[config.mk]
export PLATFORM = sky130hd
export DESIGN_NAME = csr_access_ctrl_flat
export DESIGN_NICKNAME = d
export VERILOG_FILES = /design/src/rtl/csr_access_ctrl_pkg.sv /design/src/rtl/csr_access_ctrl_if.sv /design/src/rtl/csr_access_ctrl_alu.sv /design/src/rtl/csr_access_ctrl.sv /design/src/flat_wrapper.sv
export SDC_FILE = /design/constraint.sdc
export NUM_CORES = 1
export LEC_CHECK = 0
export BUFFER_PORTS_ARGS = -buffer_cell sky130_fd_sc_hd__buf_2
export CORE_UTILIZATION = 44
export CTS_BUF_LIST = sky130_fd_sc_hd__clkbuf_16
export DETAILED_ROUTE_END_ITERATION = 8
export PLACE_DENSITY = 0.7
export SLEW_MARGIN = 10
export SYNTH_ARGS = -nofsm -noshare
export SYNTH_HDL_FRONTEND = slang
export SYNTH_SLANG_ARGS = --single-unit
[constraint.sdc]
create_clock -name clk -period 11.5 [get_ports clk]
set_clock_uncertainty 0.15 [all_clocks]
set_input_delay 1.15 -clock clk [delete_from_list [all_inputs] [get_ports clk]]
set_output_delay 1.15 -clock clk [all_outputs]
set_load 0.02 [all_outputs]
[src/rtl/csr_access_ctrl_pkg.sv]
// csr_pkg: Zicsr funct3 encodings, access FSM states and the read-only CSR address field.
package csr_pkg;
   typedef enum logic [2:0] {
      CSR_RW  = 3'b001,
      CSR_RS  = 3'b010,
      CSR_RC  = 3'b011,
      CSR_RWI = 3'b101,
      CSR_RSI = 3'b110,
      CSR_RCI = 3'b111
   } csr_op_e;
   typedef enum logic [2:0] {
      IDLE,
      READ,
      WRITE,
      WAIT,
      RESP
   } csr_state_e;
   localparam int CSR_ADDR_W = 12;
   localparam logic [1:0] CSR_RO_FIELD = 2'b11;
   function automatic logic csr_is_ro(input logic [CSR_ADDR_W-1:0] addr);
      return addr[11:10] == CSR_RO_FIELD;
   endfunction
endpackage

[src/rtl/csr_access_ctrl_if.sv]
// csr_access_ctrl_if: pipeline request/response and CSR unit signals of the CSR access controller.
interface csr_access_ctrl_if #(parameter int XLEN = 32);
   logic            req_valid;
   logic            req_ready;
   logic [2:0]      req_func3;
   logic [11:0]     req_addr;
   logic [XLEN-1:0] req_rs1;
   logic [4:0]      req_zimm;
   logic            req_rd_zero;
   logic            rsp_valid;
   logic            rsp_ready;
   logic [XLEN-1:0] rsp_rdata;
   logic            rsp_illegal;
   logic [11:0]     csr_addr_o;
   logic [XLEN-1:0] csr_rdata_i;
   logic [XLEN-1:0] csr_wdata_o;
   logic            csr_we_o;
   logic            csr_done_i;
   modport master (
      output req_valid, req_func3, req_addr, req_rs1, req_zimm, req_rd_zero, rsp_ready,
             csr_rdata_i, csr_done_i,
      input  req_ready, rsp_valid, rsp_rdata, rsp_illegal, csr_addr_o, csr_wdata_o, csr_we_o
   );
   modport slave (
      input  req_valid, req_func3, req_addr, req_rs1, req_zimm, req_rd_zero, rsp_ready,
             csr_rdata_i, csr_done_i,
      output req_ready, rsp_valid, rsp_rdata, rsp_illegal, csr_addr_o, csr_wdata_o, csr_we_o
   );
endinterface

[src/rtl/csr_access_ctrl_alu.sv]
// csr_alu: new CSR value from old value and rs1/zimm source, plus the RS/RC zero-source write suppress.
module csr_alu
   import csr_pkg::*;
#(
   parameter int XLEN = 32
) (
   input  logic [XLEN-1:0] old,
   input  logic [XLEN-1:0] rs1,
   input  logic [4:0]      zimm,
   input  logic [2:0]      func3,
   output logic [XLEN-1:0] new_val,
   output logic            write_suppress
);
   logic [XLEN-1:0] src;
   always_comb begin
      src = func3[2] ? XLEN'(zimm) : rs1;
      new_val = (func3[1:0] == CSR_RW[1:0]) ? src :
                (func3[1:0] == CSR_RS[1:0]) ? (old | src) : (old & ~src);
      write_suppress = func3[1] && (zimm == 5'd0);
   end
endmodule

[src/rtl/csr_access_ctrl.sv]
// csr_access_ctrl: runs one Zicsr instruction at a time against the CSR unit (read, modify, write, ack).
// Optional: CSR_ACCESS_TIMEOUT_EN bounds the wait for csr_done_i to TIMEOUT_CYCLES and flags illegal.
module csr_access_ctrl
   import csr_pkg::*;
#(
   parameter int XLEN           = 32,
   parameter int TIMEOUT_CYCLES = 16
) (
   input logic          clk,
   input logic          rst,
   csr_access_ctrl_if.slave bus
);
   csr_state_e      state;
   logic [2:0]      func3;
   logic [XLEN-1:0] rs1;
   logic [4:0]      zimm;
   logic [XLEN-1:0] new_val;
   logic            suppress;
   logic            illegal;
   logic            timed_out;

   if (TIMEOUT_CYCLES < 1) begin : g_cfg_check
      $error("TIMEOUT_CYCLES must be at least 1");
   end

   csr_alu #(.XLEN(XLEN)) u_alu (
      .old           (bus.csr_rdata_i),
      .rs1           (rs1),
      .zimm          (zimm),
      .func3         (func3),
      .new_val       (new_val),
      .write_suppress(suppress)
   );

   // funct3 x00 is not a Zicsr op; writes to the read-only address field trap
   assign illegal = (func3[1:0] == 2'b00) || (!suppress && csr_is_ro(bus.csr_addr_o));

`ifdef CSR_ACCESS_TIMEOUT_EN
   localparam int CW = $clog2(TIMEOUT_CYCLES + 1);
   logic [CW-1:0] wait_cnt;
   assign timed_out = wait_cnt == CW'(TIMEOUT_CYCLES - 1);
`else
   assign timed_out = 1'b0;
`endif

   always_ff @(posedge clk or posedge rst) begin
      if (rst) begin
         state           <= IDLE;
         func3           <= '0;
         rs1             <= '0;
         zimm            <= '0;
         bus.req_ready   <= 1'b1;
         bus.rsp_valid   <= 1'b0;
         bus.rsp_rdata   <= '0;
         bus.rsp_illegal <= 1'b0;
         bus.csr_we_o    <= 1'b0;
         bus.csr_wdata_o <= '0;
         bus.csr_addr_o  <= '0;
`ifdef CSR_ACCESS_TIMEOUT_EN
         wait_cnt        <= '0;
`endif
      end else begin
         case (state)
            IDLE: if (bus.req_valid) begin
               state          <= READ;
               bus.req_ready  <= 1'b0;
               func3          <= bus.req_func3;
               rs1            <= bus.req_rs1;
               zimm           <= bus.req_zimm;
               bus.csr_addr_o <= bus.req_addr;
            end
            READ: begin
               bus.rsp_rdata   <= illegal ? '0 : bus.csr_rdata_i;
               bus.rsp_illegal <= illegal;
               if (illegal || suppress) begin
                  state         <= RESP;
                  bus.rsp_valid <= 1'b1;
               end else begin
                  state           <= WRITE;
                  bus.csr_we_o    <= 1'b1;
                  bus.csr_wdata_o <= new_val;
               end
            end
            WRITE: begin
               state        <= WAIT;
               bus.csr_we_o <= 1'b0;
`ifdef CSR_ACCESS_TIMEOUT_EN
               wait_cnt     <= '0;
`endif
            end
            WAIT: begin
`ifdef CSR_ACCESS_TIMEOUT_EN
               wait_cnt <= wait_cnt + 1'b1;
`endif
               if (bus.csr_done_i) begin
                  state         <= RESP;
                  bus.rsp_valid <= 1'b1;
               end else if (timed_out) begin
                  state           <= RESP;
                  bus.rsp_valid   <= 1'b1;
                  bus.rsp_illegal <= 1'b1;
                  bus.rsp_rdata   <= '0;
               end
            end
            RESP: if (bus.rsp_ready) begin
               state          <= IDLE;
               bus.rsp_valid  <= 1'b0;
               bus.req_ready  <= 1'b1;
               bus.csr_addr_o <= '0;
            end
            default: state <= IDLE;
         endcase
      end
   end
endmodule

[src/flat_wrapper.sv]
// flat-port wrapper written by rule: the top's interface ports become plain ports
module csr_access_ctrl_flat import csr_pkg::*;
#(
   parameter int XLEN           = 32,
   parameter int TIMEOUT_CYCLES = 16
)
  (clk, rst, bus_req_valid, bus_req_func3, bus_req_addr, bus_req_rs1, bus_req_zimm, bus_req_rd_zero, bus_rsp_ready, bus_csr_rdata_i, bus_csr_done_i, bus_req_ready, bus_rsp_valid, bus_rsp_rdata, bus_rsp_illegal, bus_csr_addr_o, bus_csr_wdata_o, bus_csr_we_o);
  csr_access_ctrl_if #(.XLEN(XLEN)) bus_i ();
  input logic clk;
  input logic rst;
  input wire logic [$bits(bus_i.req_valid)-1:0] bus_req_valid;
  input wire logic [$bits(bus_i.req_func3)-1:0] bus_req_func3;
  input wire logic [$bits(bus_i.req_addr)-1:0] bus_req_addr;
  input wire logic [$bits(bus_i.req_rs1)-1:0] bus_req_rs1;
  input wire logic [$bits(bus_i.req_zimm)-1:0] bus_req_zimm;
  input wire logic [$bits(bus_i.req_rd_zero)-1:0] bus_req_rd_zero;
  input wire logic [$bits(bus_i.rsp_ready)-1:0] bus_rsp_ready;
  input wire logic [$bits(bus_i.csr_rdata_i)-1:0] bus_csr_rdata_i;
  input wire logic [$bits(bus_i.csr_done_i)-1:0] bus_csr_done_i;
  output wire logic [$bits(bus_i.req_ready)-1:0] bus_req_ready;
  output wire logic [$bits(bus_i.rsp_valid)-1:0] bus_rsp_valid;
  output wire logic [$bits(bus_i.rsp_rdata)-1:0] bus_rsp_rdata;
  output wire logic [$bits(bus_i.rsp_illegal)-1:0] bus_rsp_illegal;
  output wire logic [$bits(bus_i.csr_addr_o)-1:0] bus_csr_addr_o;
  output wire logic [$bits(bus_i.csr_wdata_o)-1:0] bus_csr_wdata_o;
  output wire logic [$bits(bus_i.csr_we_o)-1:0] bus_csr_we_o;
  assign bus_i.req_valid = bus_req_valid;
  assign bus_i.req_func3 = bus_req_func3;
  assign bus_i.req_addr = bus_req_addr;
  assign bus_i.req_rs1 = bus_req_rs1;
  assign bus_i.req_zimm = bus_req_zimm;
  assign bus_i.req_rd_zero = bus_req_rd_zero;
  assign bus_i.rsp_ready = bus_rsp_ready;
  assign bus_i.csr_rdata_i = bus_csr_rdata_i;
  assign bus_i.csr_done_i = bus_csr_done_i;
  assign bus_req_ready = bus_i.req_ready;
  assign bus_rsp_valid = bus_i.rsp_valid;
  assign bus_rsp_rdata = bus_i.rsp_rdata;
  assign bus_rsp_illegal = bus_i.rsp_illegal;
  assign bus_csr_addr_o = bus_i.csr_addr_o;
  assign bus_csr_wdata_o = bus_i.csr_wdata_o;
  assign bus_csr_we_o = bus_i.csr_we_o;
  csr_access_ctrl #(.XLEN(XLEN), .TIMEOUT_CYCLES(TIMEOUT_CYCLES)) u_core (.clk(clk), .rst(rst), .bus(bus_i));
endmodule
==> impl_metrics.yaml, run 1 <==
floorplanning:
  start_util: 0.450
  die_area_um2: 13300
  ioPinCount: 170
  die-width_um: 115
  placementRows: 41
  core_area_um2: 12600
  die_h_um: 115
yosys:
  synthCells: 429
  synth_top_family_by_area: "multiplexers"
  netlist_area_um2: 5660
  synthAdderAreaFrac: 0
  postSynthAreaPerCell_um2: 13.2
  synthArstFlopShare: 1.00
  synth_cell_types: 33
  synth_compound_area_frac: 0.130
  syn-num-nets: 519
  synth-edff-count: 0
  ys_seq_area_frac: 0.544
  ys_warn_count: 0
  yosys_register_bits: 123
  synth_ff_type: "dfrtp_1"
  synth-simple-area-share: 0.0668
  synthXorXnorAreaFrac: 0.0496
  synthMuxAreaShare: 0.180
routing:
  viasPerCell: 5.21
  drt_pass1_iterations: 4
  drcViolationCount: 0
  dr.first_iter.drc_count: 223
  drtAntennaViolNets: 0
  wl_per_cell_um: 16.8
  num_vias: 4055
  routed_wl_mm: 13.1
sta:
  max_freq_mhz: 385
  min_period_ps: 2600
  holdWs_ps: 338
  finalCritPeriodShare: 0.226
  rsz0062_at_grt: "false"
  setup_viol: 0
  tightest_slew_ps: 869
  fin_tns_setup_ps: 0
  slew-limit-headroom: 0.420
  final-hold-violation-count: 0
  timing.final.max_slew_violations: 0
place:
  port_buffers: 168
  routabilityCongestion: 0.745
  dpl.hpwl_mm: 8.61
  place_area_um2: 6650
clock_network:
  cts_root_buf: "clkbuf_16"
  ctsHoldBuffers: 0
  cts_resized: 0
  cts_buffers: 17
  cts_buffer_depth: 2
  cts_tree: "done"
  clkTransAtPathRegs_ps: 60
  clock-sinks: 123
  htreeDepth: 4
  clock_latency_ps: 410
  cts_setup_buffers: 0
setup_path:
  worstPathCellList: "or3b_1 -> buf_4 -> a211oi_4 -> nand2_4 -> mux2_4"
  critical_path.startpoint_type: "flip-flop"
  r2r_end: "u_core.bus.csr_wdata_o[17]"
  crit_type: "reg2reg"
  end_kind: "flip-flop"
  crit_fanout: 36
  cp.required_ps: 11640
  worstReg2RegStart: "u_core.state[2]"
  reg2reg_depth: 5
  crit_start: "u_core.state[2]"
  cp.arrival_ps: 2740
  critPathTopFamily: "simple AND/OR/NAND/NOR gates"
  slowest_stage: "dfrtp_1"
  r2r_setup_slack_ps: 8900
  worst_path_largest_cell_delay_ps: 470
  crit_buf_inv: 1
min_path:
  min_from: "u_core.bus.req_ready"
  whs_path_depth: 2
  min_to: "u_core.bus.req_ready"
  hold_path_class: "reg2reg"
job:
  maxCapViolations: 0
power:
  power_per_cell_area_nw_per_um2: 331
  irDropWorstVdd_v: 0.000161
  p_leak_nw: 3.45
cells_and_area:
  most-common-layout-cells: "buf_2, dfrtp_1, mux2_2"
  final_common_cell: "buf_2"
  antenna_cells: 0
  drive_above_1_share: 0.470
  stdcell_area_um2: 7140
  nNetsFinal: 683
  area_growth_pct: 26.3
global_routing:
  grt_pass1_vias: 4112
  antenna_found_initial: 0
  grt_pass1_wl_mm: 20.8
  grt_usage: 0.207
  grt_max_degree: 70
  grt_overflow_total: 0
run_status:
  status: "finished clean"
cell type report:
class	count	area, um^2
clock buffer	17	425
clock inverter	15	70.1
fill	1040	5420
inverter	3	13.8
multi-input combinational	272	2440
sequential	123	3080
tap	172	215
timing repair buffer	176	901
tightest hold or removal path: cells and delay by family, from the launching register on:
family                 cells  cell delay (ps)
buffers and inverters      1               40
AO/OA/AOI/OAI              1               70
flip-flops                 1              370
worst max path at each step:
stage,end,slack (ps),cells past startpoint
after floorplan,u_core.bus.csr_addr_o[0],6930,1
after global placement,u_core.bus.rsp_rdata[15],8690,3
after detailed placement,u_core.bus.rsp_rdata[16],8630,3
after CTS,u_core.bus.csr_wdata_o[20],8880,5
after global routing,u_core.bus.csr_wdata_o[30],8810,5
final,u_core.bus.csr_wdata_o[17],8900,5
cell families (layout without fill, tap and decap cells):
| family | after synthesis | after routing |
|---|---|---|
| multiplexers | 83 | 83 |
| flip-flops | 123 | 123 |
| XOR/XNOR | 32 | 32 |
| AO/OA/AOI/OAI | 86 | 86 |
| AND/OR/NAND/NOR | 71 | 71 |
| buffers and inverters | 34 | 211 |
routing by layer:
layer  track usage  vias up  routed length (um)
met2         0.341      144                6250
met5             0        -                   0
li1              -     1892                   -
met3        0.0538       14                 774
met4        0.0710        0                 155
met1         0.266     2005                5890
metrics by stage:
step / cells / util / setup slack, ps / power [mW]
floorplan: 429 / - / 6930 / 1.64
global placement: 746 / 0.529 / 8690 / 1.89
detailed placement: 746 / 0.529 / 8630 / 1.93
CTS: 778 / 0.568 / 8880 / 2.39
global route: 778 / 0.568 / 8810 / 2.53
finish: 778 / 0.568 / 8900 / 2.37
power breakdown:
group / total, mW / internal [mW] / switching (mW)
registers: 0.762 / 0.644 / 0.118
clock network: 0.447 / 0.266 / 0.181
logic: 1.16 / 0.545 / 0.614
total: 2.37 / 1.45 / 0.913
sequential cells by signal, indices dropped and copies added (netlist names), 3 cells and up:
| signal | flops |
|---|---|
| u_core.zimm | 5 |
| u_core.state | 3 |
| u_core.func3 | 3 |
| u_core.rs1 | 32 |
| u_core.bus.csr_wdata_o | 32 |
| u_core.bus.csr_addr_o | 12 |
| u_core.bus.rsp_rdata | 32 |
cells in the mapped netlist (all sizes together) (2+ instances only):
cell type / n / area share
a22o: 44 / 0.068
o21ai: 3 / 0.0027
mux2i: 10 / 0.018
nor2b: 28 / 0.031
nor2: 30 / 0.020
a221oi: 27 / 0.042
nand2b: 2 / 0.0022
buf: 16 / 0.017
nand2: 4 / 0.0040
xor2: 5 / 0.0077
clkbuf: 15 / 0.010
a21oi: 7 / 0.0062
mux2: 73 / 0.16
xnor2: 27 / 0.042
inv: 3 / 0.0020
dfrtp: 122 / 0.54
(Power assumes the default switching activity.)
==> inputs of run 2 (changes only) <==
- clock period: 11.5 -> 2.4 ns (I/O delays scaled with it)
==> impl_metrics.yaml, run 2 (synthesis results as in run 1) <==
power:
  switching_share: 0.373
  power_frac_clock: 0.218
  power_frac_seq: 0.304
  internal_power_mw: 7.65
  power.switching_mw: 4.55
  irDropWorstVdd_v: 0.000637
  power.combinational.fraction: 0.478
  p_leak_nw: 3.90
  power_per_cell_area_nw_per_um2: 1480
job:
  maxCapViolations: 0
global_routing:
  antenna_found_initial: 0
  grt_pass1_vias: 4668
  grt_pass1_wl_mm: 22.8
  grt_max_degree: 124
  grt_usage: 0.224
  grt_overflow_total: 0
clock_network:
  cts_resized: 0
  clock-sinks: 123
  cts_root_buf: "clkbuf_16"
  cts_tree: "done"
  clock_latency_ps: 400
  cts_buffer_depth: 2
  cts_buffers: 17
  clkTransAtPathRegs_ps: 60
  htreeDepth: 4
sta:
  slew-limit-headroom: 0.496
  max_freq_mhz: 454
  min_period_ps: 2200
  fin_tns_setup_ps: 0
  finalCritPeriodShare: 0.918
  rsz0062_at_grt: "false"
  final-hold-violation-count: 0
  setup_viol: 0
  holdWs_ps: 40.8
  setup_slack_ps: 198
  timing.final.max_slew_violations: 0
  tightest_slew_ps: 757
cells_and_area:
  area_growth_pct: 46.0
  postLayoutCoreUtil: 0.657
  most-common-layout-cells: "buf_2, dfrtp_1, dlygate4sd3_1"
  final_common_cell: "buf_2"
  drive_above_1_share: 0.424
  reg_top3: "u_core.bus.csr_wdata_o: 32 flops, u_core.bus.rsp_rdata: 32 flops, u_core.rs1: 32 flops"
  fin_cells: 872
  antenna_cells: 0
  nNetsFinal: 777
setup_path:
  r2r_end: "u_core.bus.rsp_rdata[20]"
  worstPathCellList: "or3b_1 -> buf_4 -> a311oi_4 -> buf_12 -> a22o_1"
  cp.arrival_ps: 2380
  reg2reg_depth: 5
  critical_path.startpoint_type: "flip-flop"
  r2r_setup_slack_ps: 200
  slowest_stage: "dfrtp_1"
  crit_fanout: 34
  crit_type: "reg2reg"
  end_kind: "flip-flop"
  cp.required_ps: 2580
  worstReg2RegStart: "u_core.state[0]"
  worst_path_largest_cell_delay_ps: 470
routing:
  drcViolationCount: 0
  drtAntennaViolNets: 0
  drt_pass1_iterations: 7
  routed_wl_mm: 14.5
  num_vias: 4484
  viasPerCell: 5.14
  wl_per_cell_um: 16.7
  dr.first_iter.drc_count: 206
floorplanning:
  ioPinCount: 170
  placementRows: 41
  start_util: 0.450
  die_h_um: 115
  die-width_um: 115
  core_area_um2: 12600
  die_area_um2: 13300
place:
  dp.cells: 753
  dpl.hpwl_mm: 9.05
  port_buffers: 168
  routabilityCongestion: 0.732
  place_ws_ps: 200
min_path:
  min_from: "bus_req_valid"
  whs_path_depth: 3
  hold_path_class: "in2reg"
  min_to: "u_core.state[0]"
run_status:
  status: "finished clean"
run 2: changes by cell type in the layout (fill, tap and decap cells not counted), moves of 3 or more:
cell / change
clkinvlp_4: +4
clkinv_2: -6
bufinv_16: +4
clkinv_4: +3
buf_12: +5
inv_1: -3
dlygate4sd3_1: +87
run 2: cell type report:
class,count,area (um^2)
Clock inverter,15,199
Tap cell,172,215
Clock buffer,17,425
Fill cell,916,4310
Timing Repair Buffer,270,1890
Sequential cell,123,3080
Inverter,3,15.0
Multi-Input combinational cell,272,2430
run 2: metal layers:
metal	routed length (um)	GRT usage	part of all wire	up-vias
li1	-	-	-	2081
met1	6230	0.278	0.43	2219
met3	720	0.0485	0.050	16
met5	0	0	0	-
met4	120	0.0649	0.0083	0
met2	7460	0.391	0.51	168
run 2: worst max-delay path, delay by kind of cell (launching register included):
family	cells	cell delay [ps]
buffers and inverters	2	550
DFF	1	470
and+or+nand+nor	1	450
AOI/OAI and AO/OA	2	510
run 2: worst max path at each step:
| stage | startpoint | to | slack [ps] | cells past startpoint |
|---|---|---|---|---|
| floorplan | u_core.state[2] | u_core.bus.csr_wdata_o[0] | 330 | 7 |
| global route | u_core.state[0] | u_core.bus.rsp_rdata[31] | 100 | 5 |
| global placement | u_core.state[0] | u_core.bus.rsp_rdata[22] | 290 | 5 |
| finish | u_core.state[0] | u_core.bus.rsp_rdata[20] | 200 | 5 |
| CTS | u_core.state[0] | u_core.bus.rsp_rdata[1] | 180 | 5 |
| detailed placement | u_core.state[0] | u_core.bus.rsp_rdata[1] | 200 | 5 |
run 2: timing repair:
| action | in CTS | in global routing |
|---|---|---|
| buffers inserted | 0 | 0 |
| hold buffers | 87 | 0 |
| endpoints found under the hold margin | 208 | 0 |
run 2: power groups by stage:
stage / combinational (mW) / sequential, mW / clock (mW)
global placement: 5.55 / 3.67 / 0
CTS: 5.85 / 3.70 / 2.72
global route: 6.30 / 3.83 / 2.83
floorplan: 3.55 / 4.31 / 0
finish: 5.84 / 3.70 / 2.66
detailed placement: 5.73 / 3.72 / 0
run 2: metrics by stage:
| stage | cell area (um^2) | power [mW] |
|---|---|---|
| after floorplan | 5660 | 7.85 |
| after global placement | 6760 | 9.22 |
| after detailed placement | 6760 | 9.45 |
| after CTS | 8260 | 12.3 |
| after global routing | 8260 | 13.0 |
| final | 8260 | 12.2 |
==> inputs of run 3 (changes only) <==
- CELL_PAD_IN_SITES_DETAIL_PLACEMENT: unset -> 0
- CELL_PAD_IN_SITES_GLOBAL_PLACEMENT: unset -> 2
- CORE_UTILIZATION: 44 -> 34
- PLACE_DENSITY: 0.7 -> unset
- PLACE_DENSITY_LB_ADDON: unset -> 0.1
==> impl_metrics.yaml, run 3 (synthesis results as in run 1) <==
cells_and_area:
  seqCellArea_um2: 3080
  postLayoutCoreUtil: 0.518
  stdcell_area_um2: 8320
  reg_top3: "u_core.bus.csr_wdata_o: 32 flops, u_core.bus.rsp_rdata: 32 flops, u_core.rs1: 32 flops"
  filler_cell_count: 1436
  area_growth_pct: 47.1
  multiInputGateArea_um2: 2440
  nNetsFinal: 780
  drive_above_1_share: 0.421
  most-common-layout-cells: "buf_2, dfrtp_1, dlygate4sd3_1"
  final_common_cell: "buf_2"
  antenna_cells: 0
global_routing:
  grt_max_degree: 124
  grt_overflow_total: 0
  antenna_found_initial: 0
  grt_pass1_vias: 4616
  grt_usage: 0.182
  grt_pass1_wl_mm: 23.5
sta:
  timing.final.max_slew_violations: 0
  max_freq_mhz: 475
  rsz0062_at_grt: "false"
  min_period_ps: 2110
  slew-limit-headroom: 0.553
  fin_tns_setup_ps: 0
  finalCritPeriodShare: 0.878
  setup_viol: 0
  final-hold-violation-count: 0
  tightest_slew_ps: 671
clock_network:
  cts_tree: "done"
  cts_buffer_depth: 2
  cts_buffers: 17
  cts_root_buf: "clkbuf_16"
  clkTransAtPathRegs_ps: 60
  cts_resized: 0
  clock-sinks: 123
  cts_setup_buffers: 0
  clock_latency_ps: 410
  htreeDepth: 4
run_status:
  status: "finished clean"
place:
  place_area_um2: 6840
  dpl.hpwl_mm: 9.56
  port_buffers: 168
  routabilityCongestion: 0.792
routing:
  viasPerCell: 4.80
  wl_met1_mm: 6.64
  num_vias: 4408
  wl_per_cell_um: 15.9
  drtAntennaViolNets: 0
  route.met2.wl_mm: 7.09
  wl_met3_um: 721
  dr.first_iter.drc_count: 128
  drcViolationCount: 0
  routed_wl_mm: 14.6
  top_layer: "met4"
  drt_pass1_iterations: 4
min_path:
  min_to: "u_core.bus.req_ready"
  hold_path_class: "reg2reg"
  min_from: "u_core.bus.req_ready"
  whs_path_depth: 2
setup_path:
  critical_path.startpoint_type: "flip-flop"
  worstReg2RegStart: "u_core.state[1]"
  end_kind: "flip-flop"
  cp.arrival_ps: 2300
  crit_type: "reg2reg"
  cp.required_ps: 2600
  reg2reg_depth: 5
  crit_fanout: 34
  r2r_end: "u_core.bus.rsp_rdata[6]"
  r2r_setup_slack_ps: 290
power:
  irDropWorstVdd_v: 0.000565
  p_leak_nw: 3.90
  power_per_cell_area_nw_per_um2: 1460
  power_mw: 12.1
floorplanning:
  core_area_um2: 16100
  placementRows: 46
  ioPinCount: 170
  die-width_um: 131
  start_util: 0.352
  die_area_um2: 17200
  die_h_um: 131
job:
  maxCapViolations: 0
## run 3: area by class of cell
cell class | count | share of cell area
clock buffer | 17 | 0.0511
clock inverter | 15 | 0.0217
inverter | 3 | 0.00180
multi-input combinational | 272 | 0.293
sequential | 123 | 0.370
tap | 216 | 0.0325
timing repair buffer | 273 | 0.230
## run 3: layer usage
layer	vias up	global-route usage
met5	-	0
li1	2089	-
met2	123	0.305
met3	15	0.0546
met4	0	0.0615
met1	2181	0.223
## run 3: how the worst max path moves through the flow
stage | to | start | slack [ps] | cells past startpoint
after floorplan | u_core.bus.csr_wdata_o[0] | u_core.state[2] | 330 | 7
after global placement | u_core.bus.csr_wdata_o[2] | u_core.zimm[2] | 310 | 5
after detailed placement | u_core.bus.rsp_rdata[30] | u_core.state[1] | 300 | 5
after CTS | u_core.bus.rsp_rdata[27] | u_core.state[1] | 280 | 5
after global routing | u_core.bus.rsp_rdata[6] | u_core.state[1] | 170 | 5
final | u_core.bus.rsp_rdata[6] | u_core.state[1] | 290 | 5
## run 3: critical path, cell delays in order, from the launching register on
cell,delay (ps)
dfrtp_1,380
or3b_1,440
buf_4,300
a311oi_4,350
buf_12,240
a22o_1,160
## run 3: what timing repair did
action / in CTS / in global routing
endpoints found under the hold margin: 209 / 0
endpoints found under the setup margin: 0 / 0
hold buffers: 88 / 0
## run 3: stage by stage
stage | hold WS [ps] | setup WS (ps) | instances
6_report | 341 | 294 | 919
5_1_grt | 353 | 170 | 919
4_1_cts | 349 | 282 | 919
3_5_place_dp | 319 | 297 | 799
3_3_place_gp | 313 | 314 | 799
2_1_floorplan | 223 | 325 | 429
## run 3: where the power goes
group          switching, mW  leakage (nW)  internal [mW]  total, mW
Sequential             0.532          1.50           3.08       3.62
Combinational           3.02          2.12           2.86       5.88
Clock                  0.923         0.285           1.71       2.64
Total                   4.48          3.90           7.66       12.1
